## config.mk

```make
export PLATFORM = sky130hd
export DESIGN_NAME = if_stage_sramlike_flat
export DESIGN_NICKNAME = d
export VERILOG_FILES = /design/src/rtl/if_stage_sramlike_if.sv /design/src/rtl/if_stage_sramlike.sv /design/src/flat_wrapper.sv
export SDC_FILE = /design/constraint.sdc
export NUM_CORES = 1
export LEC_CHECK = 0
export ABC_AREA = 1
export CAP_MARGIN = 15
export CORE_ASPECT_RATIO = 1.2
export CORE_UTILIZATION = 60
export CTS_BUF_LIST = sky130_fd_sc_hd__clkbuf_8
export DETAILED_ROUTE_END_ITERATION = 8
export PLACE_DENSITY = 0.95
export RECOVER_POWER = 50
export SLEW_MARGIN = 15
export SYNTH_ARGS = -nofsm -noshare
export SYNTH_HDL_FRONTEND = slang
export SYNTH_SLANG_ARGS = --single-unit
```

## constraint.sdc

```tcl
create_clock -name clk -period 4.82 [get_ports clk]
set_input_delay 0.482 -clock clk [delete_from_list [all_inputs] [get_ports clk]]
set_output_delay 0.482 -clock clk [all_outputs]
set_load 0.05 [all_outputs]
```

## src/rtl/if_stage_sramlike_if.sv

```systemverilog
// if_stage_sramlike_if: SRAM-like instruction bus between the fetch stage (master) and memory (slave).
interface if_stage_sramlike_if;
    logic        inst_req;
    logic        inst_wr;
    logic [1:0]  inst_size;
    logic [31:0] inst_addr;
    logic [31:0] inst_wdata;
    logic        inst_addr_ok;
    logic        inst_data_ok;
    logic [31:0] inst_rdata;
    modport master (output inst_req, inst_wr, inst_size, inst_addr, inst_wdata,
                    input  inst_addr_ok, inst_data_ok, inst_rdata);
    modport slave  (input  inst_req, inst_wr, inst_size, inst_addr, inst_wdata,
                    output inst_addr_ok, inst_data_ok, inst_rdata);
endinterface

```

## src/rtl/if_stage_sramlike.sv

```systemverilog
// if_stage_sramlike: instruction fetch over an SRAM-like bus with one request in flight,
// an in-order instruction buffer, and cancellation of in-flight fetches on redirect.
module if_stage_sramlike #(
    parameter logic [31:0] RESET_PC   = 32'h1C00_0000,
    parameter int          IBUF_DEPTH = 4
) (
    input  logic                        clk,
    input  logic                        resetn,
    if_stage_sramlike_if.master         bus,
    input  logic                        ds_allowin,
    input  logic                        br_taken,
    input  logic [31:0]                 br_target,
    input  logic                        wb_ex,
    input  logic [31:0]                 ex_entry,
    input  logic                        ertn_flush,
    input  logic [31:0]                 ertn_entry,
    output logic                        fs2ds_valid,
    output logic [31:0]                 fs2ds_pc,
    output logic [31:0]                 fs2ds_inst,
    output logic                        fs2ds_adef
);
    localparam int PW = $clog2(IBUF_DEPTH);

    typedef struct packed {
        logic [31:0] pc;
        logic [31:0] inst;
        logic        adef;
    } ent_t;

    ent_t [IBUF_DEPTH-1:0] ibuf_q, ibuf_d;
    logic          resetn_q;
    logic          out_valid_q, out_valid_d;
    logic          cancel_q, cancel_d;
    logic          adef_q, adef_d;
    logic [31:0]   req_pc_q, req_pc_d;
    logic [31:0]   out_pc_q, out_pc_d;
    logic [PW-1:0] head_q, head_d, tail_q, tail_d;
    logic [PW:0]   count_q, count_d;
    logic          redirect, can_issue, req, accept, resp, push, pop, adef_push;
    logic [31:0]   target;
    ent_t          push_ent;

    assign bus.inst_req   = req;
    assign bus.inst_wr    = 1'b0;
    assign bus.inst_size  = 2'b10;
    assign bus.inst_addr  = req_pc_q;
    assign bus.inst_wdata = 32'h0;
    assign fs2ds_pc       = ibuf_q[head_q].pc;
    assign fs2ds_inst     = ibuf_q[head_q].inst;
    assign fs2ds_adef     = ibuf_q[head_q].adef;

    always_comb begin
        redirect    = wb_ex | ertn_flush | br_taken;
        target      = wb_ex ? ex_entry : ertn_flush ? ertn_entry : br_target;
        can_issue   = resetn_q & ~out_valid_q & ~cancel_q & ~redirect &
                      (count_q < (PW+1)'(IBUF_DEPTH));
        req         = can_issue & (req_pc_q[1:0] == 2'b00);
        // adef_q limits a misaligned req_pc to a single fault entry until the next redirect
        adef_push   = can_issue & (req_pc_q[1:0] != 2'b00) & ~adef_q;
        accept      = req & bus.inst_addr_ok;
        resp        = bus.inst_data_ok & out_valid_q;
        push        = (resp & ~cancel_q & ~redirect) | adef_push;
        push_ent    = adef_push ? {req_pc_q, 32'h0, 1'b1} : {out_pc_q, bus.inst_rdata, 1'b0};
        fs2ds_valid = count_q != '0;
        pop         = fs2ds_valid & ds_allowin & ~redirect;
        out_valid_d = accept ? 1'b1 : resp ? 1'b0 : out_valid_q;
        out_pc_d    = accept ? req_pc_q : out_pc_q;
        // a response arriving with the redirect consumes the request, so nothing is left to cancel
        cancel_d    = resp ? 1'b0 : cancel_q | (redirect & out_valid_q);
        adef_d      = redirect ? 1'b0 : adef_q | adef_push;
        req_pc_d    = redirect ? target : accept ? req_pc_q + 32'd4 : req_pc_q;
        tail_d      = tail_q + PW'(push);
        head_d      = redirect ? tail_q : head_q + PW'(pop);
        count_d     = redirect ? '0 : count_q + (PW+1)'(push) - (PW+1)'(pop);
        ibuf_d      = ibuf_q;
        if (push) ibuf_d[tail_q] = push_ent;
    end

    always_ff @(posedge clk) begin
        if (!resetn) begin
            resetn_q    <= 1'b0;
            out_valid_q <= 1'b0;
            cancel_q    <= 1'b0;
            adef_q      <= 1'b0;
            req_pc_q    <= RESET_PC;
            out_pc_q    <= 32'h0;
            head_q      <= '0;
            tail_q      <= '0;
            count_q     <= '0;
            ibuf_q      <= '0;
        end else begin
            resetn_q    <= 1'b1;
            out_valid_q <= out_valid_d;
            cancel_q    <= cancel_d;
            adef_q      <= adef_d;
            req_pc_q    <= req_pc_d;
            out_pc_q    <= out_pc_d;
            head_q      <= head_d;
            tail_q      <= tail_d;
            count_q     <= count_d;
            ibuf_q      <= ibuf_d;
        end
    end
endmodule

```

## src/flat_wrapper.sv

```systemverilog
// flat-port wrapper written by rule: the top's interface ports become plain ports
module if_stage_sramlike_flat 
#(
    parameter logic [31:0] RESET_PC   = 32'h1C00_0000,
    parameter int          IBUF_DEPTH = 4
)
  (clk, resetn, ds_allowin, br_taken, br_target, wb_ex, ex_entry, ertn_flush, ertn_entry, fs2ds_valid, fs2ds_pc, fs2ds_inst, fs2ds_adef, bus_inst_req, bus_inst_wr, bus_inst_size, bus_inst_addr, bus_inst_wdata, bus_inst_addr_ok, bus_inst_data_ok, bus_inst_rdata);
  if_stage_sramlike_if bus_i ();
  input  logic clk;
  input  logic resetn;
  input  logic ds_allowin;
  input  logic br_taken;
  input  logic [31:0] br_target;
  input  logic wb_ex;
  input  logic [31:0] ex_entry;
  input  logic ertn_flush;
  input  logic [31:0] ertn_entry;
  output logic fs2ds_valid;
  output logic [31:0] fs2ds_pc;
  output logic [31:0] fs2ds_inst;
  output logic fs2ds_adef;
  output wire logic [$bits(bus_i.inst_req)-1:0] bus_inst_req;
  output wire logic [$bits(bus_i.inst_wr)-1:0] bus_inst_wr;
  output wire logic [$bits(bus_i.inst_size)-1:0] bus_inst_size;
  output wire logic [$bits(bus_i.inst_addr)-1:0] bus_inst_addr;
  output wire logic [$bits(bus_i.inst_wdata)-1:0] bus_inst_wdata;
  input wire logic [$bits(bus_i.inst_addr_ok)-1:0] bus_inst_addr_ok;
  input wire logic [$bits(bus_i.inst_data_ok)-1:0] bus_inst_data_ok;
  input wire logic [$bits(bus_i.inst_rdata)-1:0] bus_inst_rdata;
  assign bus_inst_req = bus_i.inst_req;
  assign bus_inst_wr = bus_i.inst_wr;
  assign bus_inst_size = bus_i.inst_size;
  assign bus_inst_addr = bus_i.inst_addr;
  assign bus_inst_wdata = bus_i.inst_wdata;
  assign bus_i.inst_addr_ok = bus_inst_addr_ok;
  assign bus_i.inst_data_ok = bus_inst_data_ok;
  assign bus_i.inst_rdata = bus_inst_rdata;
  if_stage_sramlike #(.RESET_PC(RESET_PC), .IBUF_DEPTH(IBUF_DEPTH)) u_core (.clk(clk), .resetn(resetn), .bus(bus_i), .ds_allowin(ds_allowin), .br_taken(br_taken), .br_target(br_target), .wb_ex(wb_ex), .ex_entry(ex_entry), .ertn_flush(ertn_flush), .ertn_entry(ertn_entry), .fs2ds_valid(fs2ds_valid), .fs2ds_pc(fs2ds_pc), .fs2ds_inst(fs2ds_inst), .fs2ds_adef(fs2ds_adef));
endmodule
```

==> flow_summary_export.csv <==
group,metric,value,unit
sta,rsz0062_at_grt,"false",
detailed_routing,antenna_left,0,
yosys,netlist_area,16100,um^2
yosys,synth_commonest_cells,"nand2_1 (524), nor2_1 (505), o21ai_0 (364), dfxtp_1 (335), a21oi_1 (231)",
layout,num-fill-cells,2110,
worst_setup_path,cp.required,5.30,ns
run_status,violations,"capacitance limit, slew limit",
sta,fmax,0.248,GHz
detailed_routing,vias,17100,
global_routing,grt_pass1_vias,16500,
die,core,26400,um^2
yosys,synth-edff-count,0,
yosys,ys_types,32,
global_routing,grt_util_all_layers,35.1,%
run,maxCapViolCount,4,
yosys,synth_ff_type,"dfxtp_1",
clock_tree,post-cts-setup-buffer-count,0,
detailed_routing,avgViaCountPerCell,5.80,
die,rows,65,
layout,nets,2718,
die,die_y,181,um
worst_setup_path,endpoint_kind,"flip-flop",
die,dieArea,27500,um^2
detailed_routing,drc_errors,0,
global_routing,grt_pass1_wl,77900,um
sta,max_slew_margin,-43.0,%
yosys,synth_cells,2450,
worst_setup_path,crit_arrival,4.52,ns
yosys,yosysWarnings,0,
layout,area_growth,18.9,%
detailed_routing,drt-wirelength-per-cell,16.6,um
yosys,async_reset_ff_share,0,%
sta,min_period,4.04,ns
clock_tree,cts-root-buf,"clkbuf_8",
clock_tree,cts_inserted_buffers,50,
clock_tree,cts.hold.buffers_added,0,
layout,diodes,0,
detailed_routing,drt-pass1-iter-count,6,
power,peakVddDrop,0.222,mV
detailed_routing,wl,49000,um
die,die_w,152,um
worst_setup_path,crit_fanout,43,
yosys,ys_ff_latch,335,
clock_tree,clockBufferDepth,3,
sta,hold_viol_final,0,
clock_tree,path_clk_slew,0.06,ns
placement,hpwl,29800,um
power,leakagePower,7.39,nW
placement,io_buffers,234,
sta,tns,0,ns
power,p_per_area,315,nW/um^2
sta,setup_viol,0,
yosys,yosysTopAreaCell,"dfxtp_1",
yosys,synth_top_area_share,41.7,%
sta,maxSlewViolCount,318,
detailed_routing,drt_iter0_markers,1414,
sta,fin_worst_skew,0.0305,ns
sta,fin_crit_sh,83.8,%
run_status,status,"finished with violations",
power,power,0.00603,W
layout,post-route-util,72.6,%
hold_path,hold_class,"reg -> reg",
layout,drive_gt1_share,4.51,%
global_routing,grt_max_degree,133,
yosys,yosysMostFrequentCell,"nand2_1",
global_routing,antenna_found_initial,0,
die,initial_core_util,61.1,%
clock_tree,cts_htree_levels,2,
die,num_io_pins,270,
placement,gp_congestion,0.925,
clock_tree,cts_tree,"yes",
yosys,synth_area_per_cell,6.57,um^2
worst_setup_path,critical_path_class,"in -> reg",
yosys,ys_top_cells_by_area,"dfxtp_1 (42%), nand2_1 (12%), nor2_1 (12%)",
yosys,ys_seq_area_share,41.7,%
clock_tree,clock_sinks,335,
sta,worstMarginPinSlew,2.15,ns
clock_tree,clk_latency,0.59,ns
worst_setup_path,start_kind,"input pin",
clock_tree,cts_repair_resize_count,0,
global_routing,grt_overflow,0,
## stage by stage
stage          instance area [um^2]  hold slack [ns]  std cells  worst slack [ns]
4_1_cts                       19200            0.427       2951             0.956
3_3_place_gp                  18100            0.445       2859              1.11
3_5_place_dp                  18100            0.450       2859              1.09
6_report                      19100            0.462       2951             0.781
5_1_grt                       19100            0.482       2951             0.545
2_1_floorplan                 16200            0.436       2483              2.06
## worst paths after layout
path | from | end | slack [ns] | depth (start not counted)
worst min-delay path | u_core.ibuf_q[72] | u_core.ibuf_q[72] | 0.46 | 2
worst min register to register | u_core.ibuf_q[72] | u_core.ibuf_q[72] | 0.46 | 2
worst max-delay path | wb_ex | u_core.bus.inst_addr[31] | 0.78 | 10
worst max register to register | u_core.adef_q | u_core.ibuf_q[119] | 1.24 | 7
## final cells by class
cell class | instances | area [um^2] | share of cell area, %
repair buffers | 257 | 2490 | 13.0
clock buffers | 68 | 936 | 4.89
multi-input cells | 1821 | 8040 | 42.0
well taps | 335 | 419 | 2.19
inverters | 111 | 424 | 2.22
flip-flops and latches | 335 | 6710 | 35.1
clock inverters | 24 | 113 | 0.588
## layer usage
metal / track usage [%] / routed length, um
met1: 40.2 / 17700
met2: 60.5 / 24000
met3: 6.06 / 4990
met4: 20.7 / 2300
met5: 0 / 0
## registers in the layout, summed over array words and instances (netlist names)
signal,cells
u_core.adef_q,1
u_core.bus.inst_addr,32
u_core.cancel_q,1
u_core.count_q,3
u_core.head_q,2
u_core.ibuf_q,260
u_core.out_pc_q,32
u_core.out_valid_q,1
u_core.resetn_q,1
u_core.tail_q,2
## worst max-delay path, cell delays in order
cell	delay [ns]
dlygate4sd3_1	0.82
inv_1	0.17
nand2_1	0.12
buf_4	0.30
inv_1	0.12
clkbuf_1	0.89
nand2_1	0.78
inv_2	0.53
nor2_1	0.11
a21oi_1	0.17
## placed cells by master (no fill, tap or decap), drive strengths merged, types with 11 or more instances in the layout
| cell | instances |
|---|---|
| nand4 | 33 |
| o211ai | 11 |
| dfxtp | 335 |
| dlygate4sd3 | 34 |
| clkdlybuf4s50 | 199 |
| nand3 | 32 |
| inv | 127 |
| a21oi | 231 |
| nand2 | 526 |
| o21ai | 364 |
| clkbuf | 75 |
| conb | 35 |
| o22ai | 39 |
| nor2 | 506 |
| buf | 17 |
## cell families after synthesis
group	after synthesis	share of synthesized area (%)
AOI/OAI and AO/OA	655	20.9
xor gates and xnor gates	11	0.599
adders and majority gates	6	0.513
buffers and inverters	327	9.11
DFF	335	41.7
other	2	0.0467
and+or+nand+nor	1114	27.1
## power breakdown
part | switching, W | total [W] | internal (W)
Combinational | 0.000542 | 0.000812 | 0.000269
Clock | 0.00110 | 0.00236 | 0.00126
Sequential | 0.0000632 | 0.00286 | 0.00280
Power figures use the tool's default switching activity.
